### src/rtl/hbridge_drive_arbiter_pkg.sv
`default_nettype none
// +--------------------------------------------------------------------------+
// | hbridge_pkg                                                              |
// | Drive-state encodings and H-bridge command words for the rover arbiter. |
// | Revision: 1.0                                                            |
// +--------------------------------------------------------------------------+
package hbridge_pkg;

  typedef enum logic [2:0] {
    IDLE  = 3'd0,
    FWD   = 3'd1,
    REV   = 3'd2,
    DEAD  = 3'd3,
    BLOCK = 3'd4
  } driveState_t;

  localparam logic [3:0] c_CMD_FWD = 4'b0110;
  localparam logic [3:0] c_CMD_REV = 4'b1001;
  localparam logic [3:0] c_CMD_OFF = 4'b0000;

  // Direction bit 1 means forward.
  function automatic driveState_t driveFor(input logic dir);
    return dir ? FWD : REV;
  endfunction

endpackage
`default_nettype wire

### src/rtl/hbridge_drive_arbiter_obstacle_debounce.sv
`default_nettype none
// +--------------------------------------------------------------------------+
// | obstacle_debounce                                                        |
// | ORs active-high obstacle hits and debounces the result into one flag.   |
// | Revision: 1.0                                                            |
// +--------------------------------------------------------------------------+
module obstacle_debounce #(
  parameter int DEBOUNCE_CYC = 16,
  parameter int N_IN         = 4
) (
  input  logic            clock,
  input  logic            reset,
  input  logic [N_IN-1:0] rawBits,
  output logic            flag
);

  localparam int                 c_CNT_W    = $clog2(DEBOUNCE_CYC + 1);
  localparam logic [c_CNT_W-1:0] c_CNT_LAST = c_CNT_W'(DEBOUNCE_CYC - 1);
  localparam logic [c_CNT_W-1:0] c_CNT_ONE  = c_CNT_W'(1);

  logic               w_raw;
  logic [c_CNT_W-1:0] r_cnt;

  assign w_raw = |rawBits;

  // The flag flips on the edge that sees the Nth consecutive disagreeing sample.
  always_ff @(posedge clock or posedge reset) begin
    if (reset) begin
      flag  <= 1'b0;
      r_cnt <= '0;
    end else if (w_raw == flag) begin
      r_cnt <= '0;
    end else if (r_cnt == c_CNT_LAST) begin
      flag  <= w_raw;
      r_cnt <= '0;
    end else begin
      r_cnt <= r_cnt + c_CNT_ONE;
    end
  end

endmodule
`default_nettype wire

### src/rtl/hbridge_drive_arbiter.sv
`default_nettype none
// +--------------------------------------------------------------------------+
// | hbridge_drive_arbiter                                                    |
// | Routes move requests to the H-bridge word with obstacle blocking and a   |
// | dead-time brake on reversal. Define IR_SENSE_EN to add the IR sensors.   |
// | Revision: 1.0                                                            |
// +--------------------------------------------------------------------------+
module hbridge_drive_arbiter
  import hbridge_pkg::*;
#(
  parameter int         N_SENS       = 4,
  parameter logic       SENS_ACT_LVL = 1'b0,
  parameter int         DEBOUNCE_CYC = 16,
  parameter int         DEADTIME_CYC = 50000,
  parameter logic [3:0] CMD_FWD      = c_CMD_FWD,
  parameter logic [3:0] CMD_REV      = c_CMD_REV,
  parameter logic [3:0] CMD_OFF      = c_CMD_OFF
) (
  input  logic                clock,
  input  logic                reset,
  input  logic [1:0]          isMoving_isItForward,
  input  logic                canMove,
  input  logic [2*N_SENS-1:0] sensIP,
  input  logic [1:0]          sensIR_frontBack,
  output logic [3:0]          movingDirection_finalDecision,
  output logic [2:0]          drive_state,
  output logic [1:0]          obstacle_frontBack
);

  localparam int                  c_DEAD_W    = $clog2(DEADTIME_CYC + 1);
  localparam logic [c_DEAD_W-1:0] c_DEAD_LAST = c_DEAD_W'(DEADTIME_CYC - 1);
  localparam logic [c_DEAD_W-1:0] c_DEAD_MAX  = c_DEAD_W'(DEADTIME_CYC);
  localparam logic [c_DEAD_W-1:0] c_DEAD_ONE  = c_DEAD_W'(1);

  logic [N_SENS:0]     w_frontHits, w_backHits;
  logic                w_frontFlag, w_backFlag;
  logic                w_reqOk, w_reqDir, w_blocked, w_deadDone;
  driveState_t         r_state, w_nextState;
  logic                r_lastDir;
  logic [c_DEAD_W-1:0] r_deadCnt;
  logic [3:0]          r_cmd;

`ifdef IR_SENSE_EN
  assign w_frontHits = {sensIR_frontBack[0] == SENS_ACT_LVL,
                        sensIP[N_SENS-1:0] ~^ {N_SENS{SENS_ACT_LVL}}};
  assign w_backHits  = {sensIR_frontBack[1] == SENS_ACT_LVL,
                        sensIP[2*N_SENS-1:N_SENS] ~^ {N_SENS{SENS_ACT_LVL}}};
`else
  logic w_irUnused;
  assign w_irUnused  = ^sensIR_frontBack;
  assign w_frontHits = {1'b0, sensIP[N_SENS-1:0] ~^ {N_SENS{SENS_ACT_LVL}}};
  assign w_backHits  = {1'b0, sensIP[2*N_SENS-1:N_SENS] ~^ {N_SENS{SENS_ACT_LVL}}};
`endif

  obstacle_debounce #(.DEBOUNCE_CYC(DEBOUNCE_CYC), .N_IN(N_SENS + 1)) u_frontDebounce (
    .clock  (clock),
    .reset  (reset),
    .rawBits(w_frontHits),
    .flag   (w_frontFlag)
  );

  obstacle_debounce #(.DEBOUNCE_CYC(DEBOUNCE_CYC), .N_IN(N_SENS + 1)) u_backDebounce (
    .clock  (clock),
    .reset  (reset),
    .rawBits(w_backHits),
    .flag   (w_backFlag)
  );

  assign w_reqOk    = canMove & isMoving_isItForward[0];
  assign w_reqDir   = isMoving_isItForward[1];
  assign w_blocked  = w_reqDir ? w_frontFlag : w_backFlag;
  assign w_deadDone = (r_deadCnt == c_DEAD_LAST);

  always_comb begin
    w_nextState = r_state;
    case (r_state)
      IDLE: begin
        if (w_reqOk) begin
          if (w_blocked)                   w_nextState = BLOCK;
          else if (w_reqDir != r_lastDir)  w_nextState = DEAD;
          else                             w_nextState = driveFor(w_reqDir);
        end
      end
      FWD: begin
        if (!w_reqOk)         w_nextState = IDLE;
        else if (!w_reqDir)   w_nextState = DEAD;
        else if (w_frontFlag) w_nextState = BLOCK;
      end
      REV: begin
        if (!w_reqOk)        w_nextState = IDLE;
        else if (w_reqDir)   w_nextState = DEAD;
        else if (w_backFlag) w_nextState = BLOCK;
      end
      DEAD: begin
        if (!w_reqOk)        w_nextState = IDLE;
        else if (w_deadDone) w_nextState = w_blocked ? BLOCK : driveFor(w_reqDir);
      end
      BLOCK: begin
        // A reversal out of BLOCK still pays the full dead time.
        if (!w_reqOk)                    w_nextState = IDLE;
        else if (w_reqDir != r_lastDir)  w_nextState = DEAD;
        else if (!w_blocked)             w_nextState = driveFor(w_reqDir);
      end
      default: w_nextState = IDLE;
    endcase
  end

  always_ff @(posedge clock or posedge reset) begin
    if (reset) begin
      r_state   <= IDLE;
      r_cmd     <= CMD_OFF;
      r_lastDir <= 1'b1;
      r_deadCnt <= '0;
    end else begin
      r_state <= w_nextState;
      r_cmd   <= (w_nextState == FWD) ? CMD_FWD :
                 (w_nextState == REV) ? CMD_REV : CMD_OFF;

      if (w_nextState == FWD)                         r_lastDir <= 1'b1;
      else if (w_nextState == REV)                    r_lastDir <= 1'b0;
      else if (r_state == DEAD && w_reqOk && w_deadDone) r_lastDir <= w_reqDir;

      if (r_state == DEAD && w_nextState == DEAD)
        r_deadCnt <= (r_deadCnt == c_DEAD_MAX) ? r_deadCnt : r_deadCnt + c_DEAD_ONE;
      else
        r_deadCnt <= '0;
    end
  end

  assign movingDirection_finalDecision = r_cmd;
  assign drive_state                   = r_state;
  assign obstacle_frontBack            = {w_backFlag, w_frontFlag};

endmodule
`default_nettype wire

### config.mk
export PLATFORM = sky130hd
export DESIGN_NAME = hbridge_drive_arbiter
export DESIGN_NICKNAME = d
export VERILOG_FILES = /design/src/rtl/hbridge_drive_arbiter_pkg.sv /design/src/rtl/hbridge_drive_arbiter_obstacle_debounce.sv /design/src/rtl/hbridge_drive_arbiter.sv
export SDC_FILE = /design/constraint.sdc
export NUM_CORES = 1
export LEC_CHECK = 0
export ABC_AREA = 1
export CAP_MARGIN = 40
export CELL_PAD_IN_SITES_DETAIL_PLACEMENT = 1
export CELL_PAD_IN_SITES_GLOBAL_PLACEMENT = 1
export CORE_AREA = 2 2 66 84
export DETAILED_ROUTE_END_ITERATION = 10
export DIE_AREA = 0 0 68 86
export PLACE_DENSITY_LB_ADDON = 0.1
export SYNTH_ARGS = -nofsm -noshare
export SYNTH_HDL_FRONTEND = slang
export SYNTH_SLANG_ARGS = --single-unit
export TNS_END_PERCENT = 20
### constraint.sdc
create_clock -name clock -period 2.1 [get_ports clock]
set_input_delay 0.315 -clock clock [delete_from_list [all_inputs] [get_ports clock]]
set_output_delay 0.315 -clock clock [all_outputs]
set_load 0.02 [all_outputs]
==> impl_metrics.csv, run 1 <==
group,metric,value,unit
status,status,"completed",
cells_and_area,final_area,0.002316,mm^2
synth,post-synth-top-count-cell,"nand2_1",
placement,placedInstanceArea,0.002221,mm^2
floorplan,coreArea,0.005007,mm^2
clock_tree,cts_setup_buffers,0,
critical_path,cp_max_fo,9,
timing,setup_tns,0,ns
synth,ys_types,26,
synth,yosysSeqAreaShare,0.4340,
timing,rsz0062_at_grt,"no",
clock_tree,cts_max_path_buffers,2,
detailed_routing,firstDrtPassIters,4,
synth,ys_ff_latch,34,
cells_and_area,area_growth,17.97,%
clock_tree,clkTransAtPathRegs,0.08,ns
timing,maxSlewViolCount,0,
timing,layout_min_cycle_time,1.797,ns
grt,grt_first_pass_wirelength,7452,um
clock_tree,cts_tree,"done",
critical_path,slowest_delay,0.67,ns
timing,period_share,0.8558,
placement,port_buffers,21,
clock_tree,ctsHoldBuffers,0,
critical_path,cp-end-kind,"primary output",
pwr,pwr-share-seq,0.497,
cells_and_area,fin_nets,302,
clock_tree,cts_sinks,34,
floorplan,start_util,0.3921,
critical_path,crit_required,1.78,ns
synth,ys_top_cells_by_area,"dfrtp_1 42%, nand2_1 10%, nor2_1 7.6%",
critical_path,cp_cell_sequence,"clkdlybuf4s50_1",
synth,syn_nets,277,
detailed_routing,wl_per_cell,12.63,um
clock_tree,cts_root_buffer,"clkbuf_8",
detailed_routing,drt_wl_total,4345,um
synth,synth.cell_area,0.001963,mm^2
clock_tree,post_cts_resized,0,
clock_tree,numCtsBuffers,5,
critical_path,startpoint_type,"flop",
detailed_routing,via_per_inst,4.863,
timing,hold_slack,0.4244,ns
clock_tree,htree_num_levels,2,
timing,fmax,0.5564,GHz
timing,skew,0.008699,ns
synth,netlist.area_leader.share,0.4207,
floorplan,die-area,0.005848,mm^2
synth,synth_area_leader_cell,"dfrtp_1",
grt,grt_max_degree,35,
timing,setup_violations,0,
synth,ys.flop_type,"dfrtp_1",
grt,grt.total_usage,0.1671,
pwr,clock_power_share,0.360,
synth,synthCells,256,
synth,yosys_warnings,0,
floorplan,die_y,86,um
critical_path,cp_top_family,"buffers and inverters",
timing,max_slew.worst_pin.slew,0.4356,ns
floorplan,placementRows,29,
floorplan,io_pins,24,
job,maxCapViolCount,0,
grt,antenna_found_initial,0,
critical_path,critPathArrivalTime,1.48,ns
pwr,power,1.423,mW
placement,place_congestion,0.7961,
critical_path,path_buf_inv,1,
pwr,power_switching,0.3890,mW
floorplan,die_w,68,um
cells_and_area,fillCellCount,637,
placement,hpwl,3333,um
detailed_routing,remaining_drc_errors,0,
synth,ys_async_sr_fraction,1.000,
detailed_routing,drt_iter0_drc,30,
pwr,comb_power_share,0.143,
grt,grt-ovfl-total,0,
pwr,power.density,614.2,mW/mm^2
cells_and_area,final_layout_size_suffix_gt1_frac,0.08156,
critical_path,critical_path_class,"reg2out",
critical_path,slowest_stage,"clkdlybuf4s50_1",
timing,relSlewSlack,0.7096,
synth,syn_area_per_cell,7.668,um^2
min_path,hold_path_class,"in2async",
pwr,p_sw_frac,0.2735,
pwr,leakage,1.055,nW
pwr,ir_drop,0.0002756,V
pwr,intPower,1.033,mW
cells_and_area,antenna_cells,0,
synth,synthTopCellsByCount,"53 x nand2_1, 40 x nor2_1, 37 x inv_1, 33 x dfrtp_1, 21 x nand3_1",
detailed_routing,ant_nets,0,
detailed_routing,dr_total_vias,1673,
grt,grt_pass1_vias,1692,
clock_tree,clk_latency,0.28,ns
timing,final_hold_viol_count,0,
synth,synth-edff-count,0,
-- registers in the layout, summed over array words and instances (netlist names) --
signal,count
r_deadCnt,16
u_backDebounce.r_cnt,5
u_frontDebounce.r_cnt,5
drive_state,3
movingDirection_finalDecision,2
r_lastDir,1
u_backDebounce.flag,1
u_frontDebounce.flag,1
-- cell families (layout without fill, tap and decap cells) --
group	count (synthesis)	count (layout)	share of synthesized area
AND/OR/NAND/NOR	141	141	0.3219
buffers and inverters	43	69	0.09560
flip-flops	34	34	0.4340
AO/OA/AOI/OAI	19	19	0.05226
XOR/XNOR	13	13	0.05800
adder cells (fa/ha/maj)	6	6	0.03824
-- metal layers --
| metal | track usage | routed length [um] |
|---|---|---|
| met5 | 0 | 0 |
| met4 | 0.06909 | 44 |
| met3 | 0.04068 | 116 |
| met2 | 0.2780 | 2257 |
| met1 | 0.2018 | 1926 |
-- layout by cell type (no fill, tap or decap) --
cell             count
and3_1               1
o21ai_0              8
nor3_2               1
o21ai_2              1
xnor2_1              1
clkinv_2             1
nand3_1             21
a21oi_1              8
clkdlybuf4s50_1     21
nand3_2              1
nor2_4               1
nor2_1              40
ha_1                 6
o21ai_1              1
dfrtp_1             33
inv_1               37
clkbuf_8             6
xor2_1              12
nand4_1              5
o32ai_1              1
nor3_1              11
nand2_2              2
buf_4                2
nor2_2               3
clkinvlp_4           1
nand2_4              2
inv_2                1
nand2_1             53
dfstp_2              1
-- per-stage QoR --
| step | instances | setup slack [ns] | utilization |
|---|---|---|---|
| floorplan | 256 | 0.5110 | - |
| global placement | 336 | 0.1171 | 0.4435 |
| detailed placement | 336 | 0.05625 | 0.4435 |
| CTS | 344 | 0.2869 | 0.4625 |
| global route | 344 | 0.1350 | 0.4625 |
| finish | 344 | 0.3029 | 0.4625 |
-- area by class of cell --
type	count	area [um^2]	share of cell area
Sequential cell	34	852.1	0.3679
Timing Repair Buffer	23	225.2	0.09724
Multi-Input combinational cell	179	923.4	0.3987
Inverter	38	142.6	0.06159
Tap cell	62	77.57	0.03350
Clock inverter	2	12.51	0.005402
Clock buffer	6	82.58	0.03566
-- final timing paths --
kind	slack (ns)	cells after the start	to	start
max	0.30	1	drive_state[1]	drive_state[1]$_DFF_PP0_
min	0.42	3	r_deadCnt[15]$_DFFE_PP0P_	reset
max reg2reg	0.35	8	r_deadCnt[9]$_DFFE_PP0P_	r_deadCnt[1]$_DFFE_PP0P_
min reg2reg	0.45	1	u_backDebounce.r_cnt[0]$_DFF_PP0_	u_backDebounce.r_cnt[0]$_DFF_PP0_
max in group asynchronous	1.33	3	r_lastDir$_DFFE_PP1P_	reset
min in group clock	0.45	1	u_backDebounce.r_cnt[0]$_DFF_PP0_	u_backDebounce.r_cnt[0]$_DFF_PP0_
-- power groups by stage --
stage | sequential, mW | combinational [mW] | clock [mW]
after global placement | 0.720 | 0.204 | 0
after floorplan | 0.724 | 0.118 | 0
after detailed placement | 0.719 | 0.208 | 0
after CTS | 0.707 | 0.209 | 0.540
after global routing | 0.709 | 0.234 | 0.564
final | 0.706 | 0.204 | 0.512
(Power assumes the default switching activity.)
==> run 2, diff against run 1 <==
Settings changed: CAP_MARGIN 40 to default.
==> results of run 2 <==
The final DEF is identical to that of run 1; final timing and power are the same.
